<file path="config.mk">
export PLATFORM = sky130hd
export DESIGN_NAME = dct_add_sched
export DESIGN_NICKNAME = d
export VERILOG_FILES = /design/src/rtl/dct_add_sched.sv
export SDC_FILE = /design/constraint.sdc
export NUM_CORES = 1
export LEC_CHECK = 0
export ABC_AREA = 1
export BUFFER_PORTS_ARGS = -buffer_cell sky130_fd_sc_hd__clkbuf_2
export CAP_MARGIN = 10
export CORE_MARGIN = 1.5
export CORE_UTILIZATION = 55
export DETAILED_ROUTE_END_ITERATION = 8
export GPL_TIMING_DRIVEN = 0
export PLACE_DENSITY_LB_ADDON = 0.08
export SLEW_MARGIN = 5
export SYNTH_ARGS = -nofsm -noshare
export SYNTH_HDL_FRONTEND = slang
export SYNTH_SLANG_ARGS = --single-unit
</file>
<file path="constraint.sdc">
create_clock -name clk -period 5.8 [get_ports clk]
set_clock_uncertainty 0.05 [all_clocks]
set_input_delay 0.58 -clock clk [delete_from_list [all_inputs] [get_ports clk]]
set_output_delay 0.58 -clock clk [all_outputs]
set_load 0.005 [all_outputs]
</file>
<file path="src/rtl/dct_add_sched.sv">
// Sequencer for the bit-skewed pipelined adder of the 1D-DCT datapath.
// Issues n rows through passes Q=0, Q=1, waits for the Q=1 feedback, then issues
// Q=2 and tags every adder result with its {stage,row}.
// Optional feature: define DCT_ADD_SCHED_PERF_EN to add the perf_cycles counter.
module dct_add_sched #(
  parameter int unsigned LAT   = 9,
  parameter int unsigned NROWS = 8
) (
  input  logic        clk,
  input  logic        rst,
  input  logic        start,
  input  logic [3:0]  nrows,
  output logic        busy,
  output logic        done,
  input  logic        cfg_we,
  input  logic [4:0]  cfg_addr,
  input  logic [7:0]  cfg_data,
  output logic [7:0]  add_op,
  output logic [1:0]  add_q,
  output logic [2:0]  add_sel,
  input  logic [8:0]  add_s,
  output logic        res_valid,
  output logic [1:0]  res_stage,
  output logic [2:0]  res_row,
  output logic [8:0]  res_data
`ifdef DCT_ADD_SCHED_PERF_EN
  ,
  output logic [15:0] perf_cycles
`endif
);

  localparam int unsigned CW = $clog2(LAT);

  typedef enum logic [2:0] {StIdle, StIssue0, StIssue1, StWait, StIssue2, StDrain} state_e;

  state_e          state_q, state_d;
  logic [2:0]      r_q, r_d;
  logic [2:0]      last_q, last_d;
  logic [CW-1:0]   cnt_q, cnt_d;
  logic            issue;
  logic [1:0]      stg;
  logic [3:0]      nrows_m1;
  logic [2:0]      n_m1;
  logic [7:0]      tbl [3][NROWS];
  logic [5:0]      pipe_q [LAT];

  assign busy = (state_q != StIdle);

  // Out-of-range row counts fall back to a full job of 8 rows.
  assign nrows_m1 = nrows - 4'd1;
  assign n_m1     = (nrows == 4'd0 || nrows > 4'd8) ? 3'd7 : nrows_m1[2:0];

  // Next-state logic and issue decode.
  always_comb begin
    state_d = state_q;
    r_d     = r_q;
    last_d  = last_q;
    cnt_d   = cnt_q;
    issue   = 1'b0;
    stg     = 2'd0;
    done    = 1'b0;
    unique case (state_q)
      StIdle: begin
        if (start) begin
          last_d  = n_m1;
          r_d     = 3'd0;
          state_d = StIssue0;
        end
      end
      StIssue0, StIssue1, StIssue2: begin
        issue = 1'b1;
        stg   = (state_q == StIssue0) ? 2'd0 : (state_q == StIssue1) ? 2'd1 : 2'd2;
        if (r_q == last_q) begin
          r_d     = 3'd0;
          cnt_d   = '0;
          state_d = (state_q == StIssue0) ? StIssue1 :
                    (state_q == StIssue1) ? StWait : StDrain;
        end else begin
          r_d = r_q + 3'd1;
        end
      end
      StWait: begin
        // Holds Q=2 until the last Q=1 result is back on add_s.
        if (cnt_q == CW'(LAT - 1)) begin
          cnt_d   = '0;
          state_d = StIssue2;
        end else begin
          cnt_d = cnt_q + 1'b1;
        end
      end
      StDrain: begin
        if (cnt_q == CW'(LAT - 1)) begin
          done    = 1'b1;
          cnt_d   = '0;
          state_d = StIdle;
        end else begin
          cnt_d = cnt_q + 1'b1;
        end
      end
      default: state_d = StIdle;
    endcase
  end

  // Adder drive; bubbles carry all-zero op/q/sel.
  always_comb begin
    add_q   = issue ? stg : 2'd0;
    add_sel = issue ? r_q : 3'd0;
    add_op  = issue ? tbl[stg][r_q] : 8'd0;
  end

  // FSM state, row counter and wait/drain counter.
  always_ff @(posedge clk) begin
    if (rst) begin
      state_q <= StIdle;
      r_q     <= 3'd0;
      last_q  <= 3'd0;
      cnt_q   <= '0;
    end else begin
      state_q <= state_d;
      r_q     <= r_d;
      last_q  <= last_d;
      cnt_q   <= cnt_d;
    end
  end

  // Op table; writes are dropped while busy so a job sees a stable table.
  always_ff @(posedge clk) begin
    if (rst) begin
      for (int s = 0; s < 3; s++) begin
        for (int r = 0; r < int'(NROWS); r++) begin
          tbl[s][r] <= 8'd0;
        end
      end
    end else if (cfg_we && !busy && cfg_addr[4:3] != 2'd3) begin
      tbl[cfg_addr[4:3]][cfg_addr[2:0]] <= cfg_data;
    end
  end

  // Tag pipe aligned with the adder latency; reset drops in-flight tags.
  always_ff @(posedge clk) begin
    if (rst) begin
      for (int i = 0; i < int'(LAT); i++) begin
        pipe_q[i] <= 6'd0;
      end
    end else begin
      pipe_q[0] <= {issue, add_q, add_sel};
      for (int i = 1; i < int'(LAT); i++) begin
        pipe_q[i] <= pipe_q[i-1];
      end
    end
  end

  assign res_valid = pipe_q[LAT-1][5];
  assign res_stage = pipe_q[LAT-1][4:3];
  assign res_row   = pipe_q[LAT-1][2:0];
  assign res_data  = res_valid ? add_s : 9'd0;

`ifdef DCT_ADD_SCHED_PERF_EN
  logic [15:0] perf_q;

  // Busy-cycle counter: cleared on an accepted start, saturating, held after done.
  always_ff @(posedge clk) begin
    if (rst) begin
      perf_q <= 16'd0;
    end else if (state_q == StIdle && start) begin
      perf_q <= 16'd0;
    end else if (busy && perf_q != 16'hFFFF) begin
      perf_q <= perf_q + 16'd1;
    end
  end

  assign perf_cycles = perf_q;
`endif

endmodule

</file>
==> flow_summary.json, run 1 <==
{
  "grt_pass1_wl_um": 45100,
  "maxCapViolations": 0,
  "placed_cell_area_mm2": 0.0120,
  "area_growth_pct": 13.8,
  "crit_arrival_ns": 3.03,
  "cp-end-kind": "primary output",
  "die_x_um": 147,
  "dpl_worst_slack_ns": 2.80,
  "crit_end": "add_op[3]",
  "yosysWarningCount": 0,
  "rows": 52,
  "cp_max_fo": 10,
  "dp_hpwl_um": 21600,
  "reg2reg_from": "state_q[0]",
  "clk_latency_ns": 0.54,
  "place_inst": 1494,
  "fin_crit_sh": 0.631,
  "first_global_vias": 7652,
  "status": "completed",
  "overflow": 0,
  "rsz0062_at_grt": "no",
  "startpoint": "state_q[0]",
  "holdBufCountCts": 0,
  "initial_core_util": 0.562,
  "finish.utilization": 0.639,
  "top_usage_layer": "met2",
  "slew_headroom": 0.336,
  "setup_tns_ns": 0,
  "place_congestion": 0.957,
  "clockRootBuffer": "clkbuf_16",
  "coreArea_mm2": 0.0202,
  "postSynthAreaPerCell_um2": 9.76,
  "seqCellArea_mm2": 0.00711,
  "hp-start": "nrows[0]",
  "tritoncts.num_buffers": 28,
  "post-route-cell-area_mm2": 0.0129,
  "cp_num_buf_inv": 3,
  "multi_input_area_mm2": 0.00355,
  "die_area_mm2": 0.0215,
  "crit_path_start_kind": "flop",
  "worst_slack_ns": 2.14,
  "grtUsageMet1": 0.400,
  "yosysSeqAreaShare": 0.625,
  "grtUsageMet3": 0.0528,
  "avgRoutedWirePerCell_um": 19.7,
  "cts_buffer_depth": 3,
  "met2_usage": 0.453,
  "p_clk_frac": 0.348,
  "cts_tree": "built",
  "vias": 8419,
  "fin_crit_ns": 3.66,
  "h-tree-depth": 1,
  "fin_nets": 1288,
  "rrSetupSlack_ns": 3.20,
  "setup_viol": 0,
  "grt_usage": 0.286,
  "fillCellCount": 1675,
  "maxSlewViolCount": 0,
  "synth_cells": 1165,
  "r2r-end": "tbl[2][14]",
  "final_antenna_net_count": 0,
  "cp.depth": 11,
  "drcViolationCount": 0,
  "path_class": "reg -> out",
  "critPathMostFrequentCell": "nand3_1",
  "p_sw_frac": 0.315,
  "ys_ff_latch": 259,
  "power.switching_mw": 1.60,
  "cts_resized": 0,
  "finalWirelength_um": 30400,
  "clock-sinks": 259,
  "ios": 60,
  "hold_class": "in -> reg",
  "p_comb_frac": 0.224,
  "holdWs_ns": 0.212,
  "syn_nets": 1199,
  "grt_max_degree": 15,
  "p_per_area_mw_per_mm2": 394,
  "drt-vias-per-instance": 5.45,
  "hold_viol": 0,
  "critPathSlowestCell": "clkbuf_1",
  "power_mw": 5.09,
  "max_freq_mhz": 273,
  "clk_pin_slew_ns": 0.06,
  "peakVddDrop_v": 0.000218,
  "port_buffers": 58,
  "leakage_nw": 5.30,
  "antennaDiodeCount": 0,
  "dieHeight_um": 147,
  "crit_path_max_incr_delay_ns": 0.50,
  "post_cts_buffers": 0,
  "drive_gt1_frac": 0.189,
  "antenna_found_initial": 1,
  "crit_family": "simple AND/OR/NAND/NOR gates",
  "p_int_mw": 3.49,
  "p_seq_frac": 0.429,
  "worst_pin_slew_ns": 0.991,
  "drt_first_pass_iters": 7,
  "drt_iter0_markers": 973,
  "synth.distinct_cells": 34,
  "netlist_area_mm2": 0.0114,
  "crit_chain": "nor2_4, nand2_1, inv_2, clkbuf_1, nand2_1, nand3_1, nand3_1, nand3_1, nand3_1, nand2_1, clkbuf_2",
  "required_ns": 5.17,
  "fin_cells": 1546,
  "worstRegToRegCells": 7
}
==> layout make-up <==
class                      count  area share
sequential                   259       0.549
multi-input combinational    736       0.274
inverter                     106      0.0313
clock inverter                12     0.00871
tap                          270      0.0261
timing repair buffer          59      0.0230
clock buffer                  40      0.0624
buffer                        64      0.0248
==> power groups by stage <==
stage | Combinational, mW | Sequential [mW] | Clock [mW]
5_1_grt | 1.22 | 2.19 | 1.85
2_1_floorplan | 0.693 | 2.21 | 0
3_5_place_dp | 1.11 | 2.22 | 0
3_3_place_gp | 1.10 | 2.22 | 0
4_1_cts | 1.12 | 2.18 | 1.78
6_report | 1.14 | 2.18 | 1.77
==> per-layer routing <==
metal	up-vias	routed length, µm
met5	-	13
met4	2	928
met3	64	3230
met2	447	13600
met1	3926	12600
li1	3980	-
==> placed cells by master (no fill, tap or decap), types with 4 or more instances in the layout <==
master / instances
nor2_1: 203
nand2_1: 201
edfxtp_1: 192
nand3_1: 187
inv_1: 99
dfxtp_1: 67
clkbuf_2: 58
or2_2: 57
clkbuf_1: 34
clkbuf_16: 29
buf_2: 24
nand2_2: 15
nand2_4: 13
a21oi_1: 11
buf_4: 10
nand3b_1: 8
nor2_4: 5
clkinv_1: 5
o21ai_0: 5
clkinv_2: 5
a31oi_1: 4
ha_1: 4
clkbuf_8: 4
==> state kept, by name (all words and copies together) (netlist names) <==
| register | flops |
|---|---|
| cnt_q | 4 |
| r_q | 3 |
| last_q | 3 |
| state_q | 3 |
| tbl | 192 |
| pipe_q | 54 |
==> worst min-delay path by stage <==
stage	endpoint	slack, ns	cells past startpoint
final	last_q[0]	0.21	2
after CTS	last_q[0]	0.20	2
after global placement	pipe_q[0][21]	0.34	2
after global routing	last_q[0]	0.23	2
after floorplan	pipe_q[0][10]	0.34	2
after detailed placement	pipe_q[0][11]	0.34	2
==> synth_stat cells <==
cell type    n  area share
inv_2        3     0.00099
o21ai_2      3      0.0023
nand3_1    187       0.082
o21ai_0      5      0.0022
nand3b_1     8      0.0053
buf_2       24       0.011
nor2_8       3      0.0053
xor2_1       3      0.0023
a31oi_1      4      0.0022
inv_4        1     0.00055
nor3_1       5      0.0022
o21ai_1      1     0.00044
or2_2       57       0.031
clkinv_1     2     0.00066
dfxtp_1     67        0.12
buf_12       1      0.0018
inv_1       99       0.033
o31ai_4      1      0.0019
nand2_1    201       0.066
nand2_2     15      0.0083
buf_4        9      0.0059
edfxtp_1   192        0.51
nor2_2       2      0.0011
buf_1        3     0.00099
nand2_4     13       0.013
nor2_4       5      0.0050
ha_1         4      0.0044
clkbuf_1    27      0.0089
xnor2_1      3      0.0023
a21oi_1     11      0.0048
nor2_1     203       0.067
nand4_1      1     0.00055
o21a_1       1     0.00066
clkinv_4     1     0.00077
==> worst reg2reg max path, cell delays in order (launching register included) <==
cell	delay, ns
dfxtp_1	0.39
nor2_4	0.29
nand2_4	0.18
nor2_8	0.20
nand2_4	0.10
o21ai_2	0.23
inv_1	0.07
nor2_1	0.71
==> cells by family (layout without fill, tap and decap cells) <==
group / count (synthesis) / after routing / share of synthesized area
and+or+nand+nor: 700 / 700 / 0.288
adders and majority gates: 4 / 4 / 0.00440
DFF: 259 / 259 / 0.625
xor gates and xnor gates: 6 / 6 / 0.00462
AOI/OAI and AO/OA: 26 / 26 / 0.0145
buffers and inverters: 170 / 281 / 0.0638
Note: power is estimated with default switching activity, not from simulation.
==> run 2, diff against run 1 <==
==> constraint.sdc (replaced) <==
create_clock -name clk -period 3.4 [get_ports clk]
set_clock_uncertainty 0.05 [all_clocks]
set_input_delay 0.34 -clock clk [delete_from_list [all_inputs] [get_ports clk]]
set_output_delay 0.34 -clock clk [all_outputs]
set_load 0.005 [all_outputs]
==> run 2 against run 1 <==
Global-route usage is essentially flat. Sequential cell count is the same. Register-to-register slack lost 2.4 ns. Wire length grew 0.42%. Setup slack lost 2.0 ns. Clock-buffer cell count is the same. Sequential share of layout area shrank 0.12 points. Hold slack lost 0.18 ns. Clock power grew 71%. Utilization grew 0.14 points. Final cell count grew 0.19%. Largest power group unchanged.
==> flow_summary.json, run 2 (synthesized netlist as in run 1, its figures left out) <==
{
  "coreArea_mm2": 0.0202,
  "crit_chain": "nor2_4, nand2_2, buf_2, buf_2, nand3_1, nand3_1, nand3_1, nand3_1, nand2_1, clkbuf_2",
  "clk_latency_ns": 0.54,
  "largest_reg_flops": 192,
  "peakVddDrop_v": 0.000371,
  "dp_hpwl_um": 21600,
  "holdPathStages": 3,
  "path_class": "reg -> out",
  "first_global_vias": 7660,
  "status": "completed",
  "fin_crit_ns": 3.21,
  "maxSlewViolCount": 0,
  "clock-sinks": 259,
  "cts_buffer_depth": 3,
  "antenna_found_initial": 1,
  "required_ns": 3.01,
  "fin_crit_sh": 0.945,
  "die_x_um": 147,
  "reg2reg_from": "state_q[0]",
  "max_freq_mhz": 311,
  "finish.utilization": 0.641,
  "worstRegToRegCells": 7,
  "setup_viol": 0,
  "drt-vias-per-instance": 5.48,
  "avgRoutedWirePerCell_um": 19.7,
  "top_register": "tbl",
  "largestRegisters": "tbl x192, pipe_q x54, cnt_q x4",
  "clk_pin_slew_ns": 0.06,
  "drive_gt1_frac": 0.192,
  "cp-end-kind": "primary output",
  "hp-start": "nrows[2]",
  "r2r-end": "tbl[2][14]",
  "final_antenna_net_count": 0,
  "cts_tree": "built",
  "drt_iter0_markers": 964,
  "dieHeight_um": 147,
  "critPathMostFrequentCell": "nand3_1",
  "die_area_mm2": 0.0215,
  "area_growth_pct": 14.0,
  "p_per_area_mw_per_mm2": 672,
  "min_to": "last_q[2]",
  "finalWirelength_um": 30600,
  "layout_commonest_cell": "nor2_1",
  "rows": 52,
  "initial_core_util": 0.562,
  "hold_class": "in -> reg",
  "overflow": 0,
  "grt_max_degree": 15,
  "grt_pass1_wl_um": 45200,
  "placed_cell_area_mm2": 0.0120,
  "leakage_nw": 5.31,
  "maxCapViolations": 0,
  "tritoncts.num_buffers": 28,
  "clockRootBuffer": "clkbuf_16",
  "rrSetupSlack_ns": 0.80,
  "final_cell_mix": "nor2_1, nand2_1, edfxtp_1, nand3_1, inv_1",
  "slew_headroom": 0.355,
  "h-tree-depth": 1,
  "ios": 60,
  "worst_pin_slew_ns": 0.962,
  "drcViolationCount": 0,
  "drt_first_pass_iters": 8,
  "port_buffers": 58,
  "crit_arrival_ns": 2.82,
  "setup_tns_ns": 0,
  "critPathSlowestCell": "dfxtp_1",
  "rsz0062_at_grt": "no",
  "cp_max_fo": 10,
  "grt_usage": 0.286,
  "antennaDiodeCount": 0,
  "hold_viol": 0,
  "fin_nets": 1291,
  "crit_path_max_incr_delay_ns": 0.49,
  "crit_path_start_kind": "flop",
  "place_congestion": 0.957,
  "post-route-cell-area_mm2": 0.0130,
  "vias": 8489
}
[run 2: cell count changes in the layout (fill, tap and decap cells not counted), sizes merged]
cell / delta
buf: +2
dlygate4sd3: +1
[run 2: worst max-delay path, delay by kind of cell, from the launching register on]
family	cells	cell delay, ns
and+or+nand+nor	7	1.03
buffers and inverters	3	0.76
DFF	1	0.49
[run 2: cell type report]
type                            count  area [µm²]
Multi-Input combinational cell    736        3550
Timing Repair Buffer               62         323
Buffer                             64         323
Inverter                          106         405
Clock inverter                     12         113
Sequential cell                   259        7110
Clock buffer                       40         807
Fill cell                        1676        7270
Tap cell                          270         338
[run 2: metrics by stage]
stage | power (mW) | setup WS [ns] | hold WS (ns) | std cells
after floorplan | 4.94 | 1.13 | 0.338 | 1165
after global placement | 5.66 | 0.347 | 0.339 | 1493
after detailed placement | 5.68 | 0.638 | 0.342 | 1494
after CTS | 8.66 | 0.0768 | 0.0216 | 1547
after global routing | 9.00 | 0.0599 | 0.0327 | 1549
final | 8.71 | 0.187 | 0.0334 | 1549
[run 2: timing repair]
| action | 4_1_cts | 5_1_grt |
|---|---|---|
| gates resized for setup | 0 | 4 |
| hold buffers | 1 | 0 |
| buffers inserted | 0 | 2 |
| setup endpoints to repair | 0 | 7 |
| hold endpoints to repair | 1 | 0 |
[run 2: routing by layer]
| metal | up-vias | GRT usage | routed length [µm] |
|---|---|---|---|
| met1 | 3965 | 0.400 | 12600 |
| met4 | 2 | 0.0929 | 901 |
| met5 | - | 0 | 13 |
| li1 | 3986 | - | - |
| met3 | 63 | 0.0525 | 3360 |
| met2 | 473 | 0.454 | 13700 |
[run 2: where the power goes]
part	internal, mW	switching (mW)	total (mW)	leakage [nW]
Clock	1.80	1.23	3.02	0.451
Sequential	3.64	0.0794	3.72	2.52
Combinational	0.530	1.44	1.97	2.34
[run 2: how the worst max path moves through the flow]
| stage | start | to | cells after the start |
|---|---|---|---|
| after global routing | state_q[0] | add_op[6] | 10 |
| after detailed placement | state_q[0] | add_op[3] | 11 |
| after global placement | rst | tbl[2][33] | 7 |
| final | state_q[0] | add_op[6] | 10 |
| after floorplan | rst | tbl[2][16] | 7 |
| after CTS | state_q[0] | add_op[3] | 11 |
==> run 3, diff against run 2 <==
--- a/config.mk
+++ b/config.mk
@@ -5,7 +5,6 @@
 export SDC_FILE = /design/constraint.sdc
 export NUM_CORES = 1
 export LEC_CHECK = 0
-export ABC_AREA = 1
 export BUFFER_PORTS_ARGS = -buffer_cell sky130_fd_sc_hd__clkbuf_2
 export CAP_MARGIN = 10
 export CORE_MARGIN = 1.5
==> run 3 against run 2 <==
Highest routed layer is now met4. The flow now finishes with violations (setup timing). Largest power group unchanged. First-iteration DRC count increased by 25%. Via count grew 8.6%. Final cell count is 9.6% lower.
==> flow_summary.json, run 3 <==
{
  "status": "finished, violations left",
  "violations": "setup timing",
  "yosysWarningCount": 0,
  "avgRoutedWirePerCell_um": 25.5,
  "clk_latency_ns": 0.55,
  "yosysSeqAreaShare": 0.604,
  "dpl_worst_slack_ns": -0.208,
  "hold_class": "in -> reg",
  "crit_path_start_kind": "flop",
  "drt-vias-per-instance": 6.58,
  "first_global_vias": 8624,
  "syn_nets": 1057,
  "ios": 60,
  "vias": 9222,
  "leakage_nw": 4.83,
  "crit_arrival_ns": 3.02,
  "die_x_um": 149,
  "synth.distinct_cells": 64,
  "cts_buffer_depth": 3,
  "synthArstFlopShare": 0,
  "postSynthAreaPerCell_um2": 11.5,
  "grtUsageMet3": 0.0615,
  "grt_max_degree": 15,
  "largest_reg_flops": 192,
  "slew_headroom": 0.259,
  "final_cell_mix": "edfxtp_1, nor2_1, clkbuf_2, o22ai_1, nor2b_1",
  "die_area_mm2": 0.0223,
  "setup_viol": 1,
  "clk_pin_slew_ns": 0.06,
  "maxCapViolations": 0,
  "netlist_area_mm2": 0.0118,
  "critPathSlowestCell": "mux4_2",
  "place_congestion": 1.00,
  "rrSetupSlack_ns": 0.10,
  "drive_gt1_frac": 0.179,
  "overflow": 0,
  "antennaDiodeCount": 0,
  "synth.most_common_cell": "edfxtp_1",
  "rsz0062_at_grt": "yes",
  "worst_pin_slew_ns": 1.11,
  "fin_crit_sh": 1.00,
  "top_register": "tbl",
  "synth_common_cells": "edfxtp_1, nor2_1, o22ai_1",
  "fin_nets": 1139,
  "antenna_found_initial": 0,
  "power_mw": 8.84,
  "fin_crit_ns": 3.41,
  "ys_ff_latch": 259,
  "cp_max_fo": 10,
  "initial_core_util": 0.560,
  "finalWirelength_um": 35700,
  "grt_usage": 0.324,
  "clock-sinks": 259,
  "synth_edf_count": 192,
  "clockRootBuffer": "clkbuf_16",
  "required_ns": 3.01,
  "tritoncts.num_buffers": 27,
  "layout_commonest_cell": "edfxtp_1",
  "area_growth_pct": 14.7,
  "crit_chain": "buf_6, or2_2, clkbuf_4, o22ai_1, mux4_2, o32a_1, o311ai_2, clkbuf_2",
  "h-tree-depth": 1,
  "final_antenna_net_count": 0,
  "synth_flop_cell": "edfxtp_1",
  "maxSlewViolCount": 0,
  "place_inst": 1353,
  "coreArea_mm2": 0.0210,
  "grtUsageMet1": 0.429,
  "top_usage_layer": "met2",
  "met2_usage": 0.528,
  "cp-end-kind": "primary output",
  "yosys.area.top_type": "edfxtp_1",
  "peakVddDrop_v": 0.000436,
  "finish.utilization": 0.642,
  "path_class": "reg -> out",
  "drcViolationCount": 0,
  "fin_cells": 1401,
  "hold_viol": 0,
  "drt_first_pass_iters": 6,
  "crit_family": "compound AO/OA/AOI/OAI gates",
  "cts_tree": "built",
  "cp_num_buf_inv": 3,
  "p_per_area_mw_per_mm2": 655,
  "rows": 53,
  "max_freq_mhz": 293,
  "fillCellCount": 1661,
  "largestRegisters": "tbl x192, pipe_q x54, cnt_q x4",
  "synth_cells": 1023,
  "worst_slack_ns": -0.0134,
  "yosys-top-cells-area": "edfxtp_1, dfxtp_1, nor2_1",
  "dieHeight_um": 149,
  "dp_hpwl_um": 25400,
  "synth_top_area_share": 0.490,
  "grt_pass1_wl_um": 52400,
  "port_buffers": 55,
  "drt_iter0_markers": 1204,
  "crit_path_max_incr_delay_ns": 0.49
}
[run 3: cell types whose count changed in the layout (fill, tap and decap cells not counted), moves of 18 or more]
| cell | delta |
|---|---|
| o22ai_1 | +70 |
| nand2_1 | -151 |
| o21ai_0 | +27 |
| mux2i_1 | +18 |
| nand3_1 | -168 |
| nor2_1 | -58 |
| inv_1 | -79 |
| or2_2 | -56 |
| o221ai_1 | +42 |
| nor2b_1 | +69 |
[run 3: path summary, 6_finish.rpt]
kind                        end           from  cells after the start
setup / recovery      add_op[1]     state_q[0]                      8
hold / removal        last_q[0]       nrows[3]                      3
setup reg to reg     tbl[0][12]     state_q[2]                      6
hold reg to reg   pipe_q[0][20]  pipe_q[0][14]                      1
[run 3: timing repair]
item | 4_1_cts | 5_1_grt
buffers inserted | 0 | 0
pin swaps | 0 | 2
setup endpoints to repair | 44 | 69
gates resized for setup | 54 | 30
hold buffers | 0 | 0
[run 3: tightest hold or removal path: stages]
cell and delay, ns:
clkbuf_2 0.11, o21ai_0 0.07, a21oi_1 0.13
[run 3: routing by layer]
| metal | share of wire | up-vias |
|---|---|---|
| met1 | 0.39 | 4518 |
| met4 | 0.046 | 0 |
| li1 | - | 4006 |
| met3 | 0.098 | 122 |
| met2 | 0.47 | 576 |
| met5 | 0 | - |
[run 3: metrics by stage]
stage / area (µm²) / hold WS [ns] / setup TNS (ns)
after global routing: 13500 / 0.127 / -0.915
after global placement: 12400 / 0.365 / -2.20
final: 13500 / 0.0875 / -0.0134
after floorplan: 11800 / 0.364 / 0
after detailed placement: 12400 / 0.370 / -3.63
after CTS: 13400 / 0.0866 / 0
[run 3: logic make-up (layout without fill, tap and decap cells)]
logic type | Yosys count | after routing | synth area share
compound gates | 238 | 238 | 0.146
fa+ha+maj | 5 | 5 | 0.00511
flops | 259 | 259 | 0.604
mux | 43 | 43 | 0.0525
xor+xnor | 6 | 6 | 0.00447
buf+inv | 112 | 215 | 0.0399
simple gates | 360 | 360 | 0.148
[run 3: area by class of cell]
type	count	area, µm²	share of cell area
clock buffers	36	792	0.0587
inverters	21	78.8	0.00584
multi-input cells	652	4320	0.320
clock inverters	14	130	0.00964
repair buffers	55	275	0.0204
flip-flops and latches	259	7110	0.527
well taps	275	344	0.0255
plain buffers	89	444	0.0329
[run 3: power by group]
group / internal [mW] / switching [mW]
Combinational: 0.750 / 1.37
Sequential: 3.57 / 0.103
Clock: 1.79 / 1.26
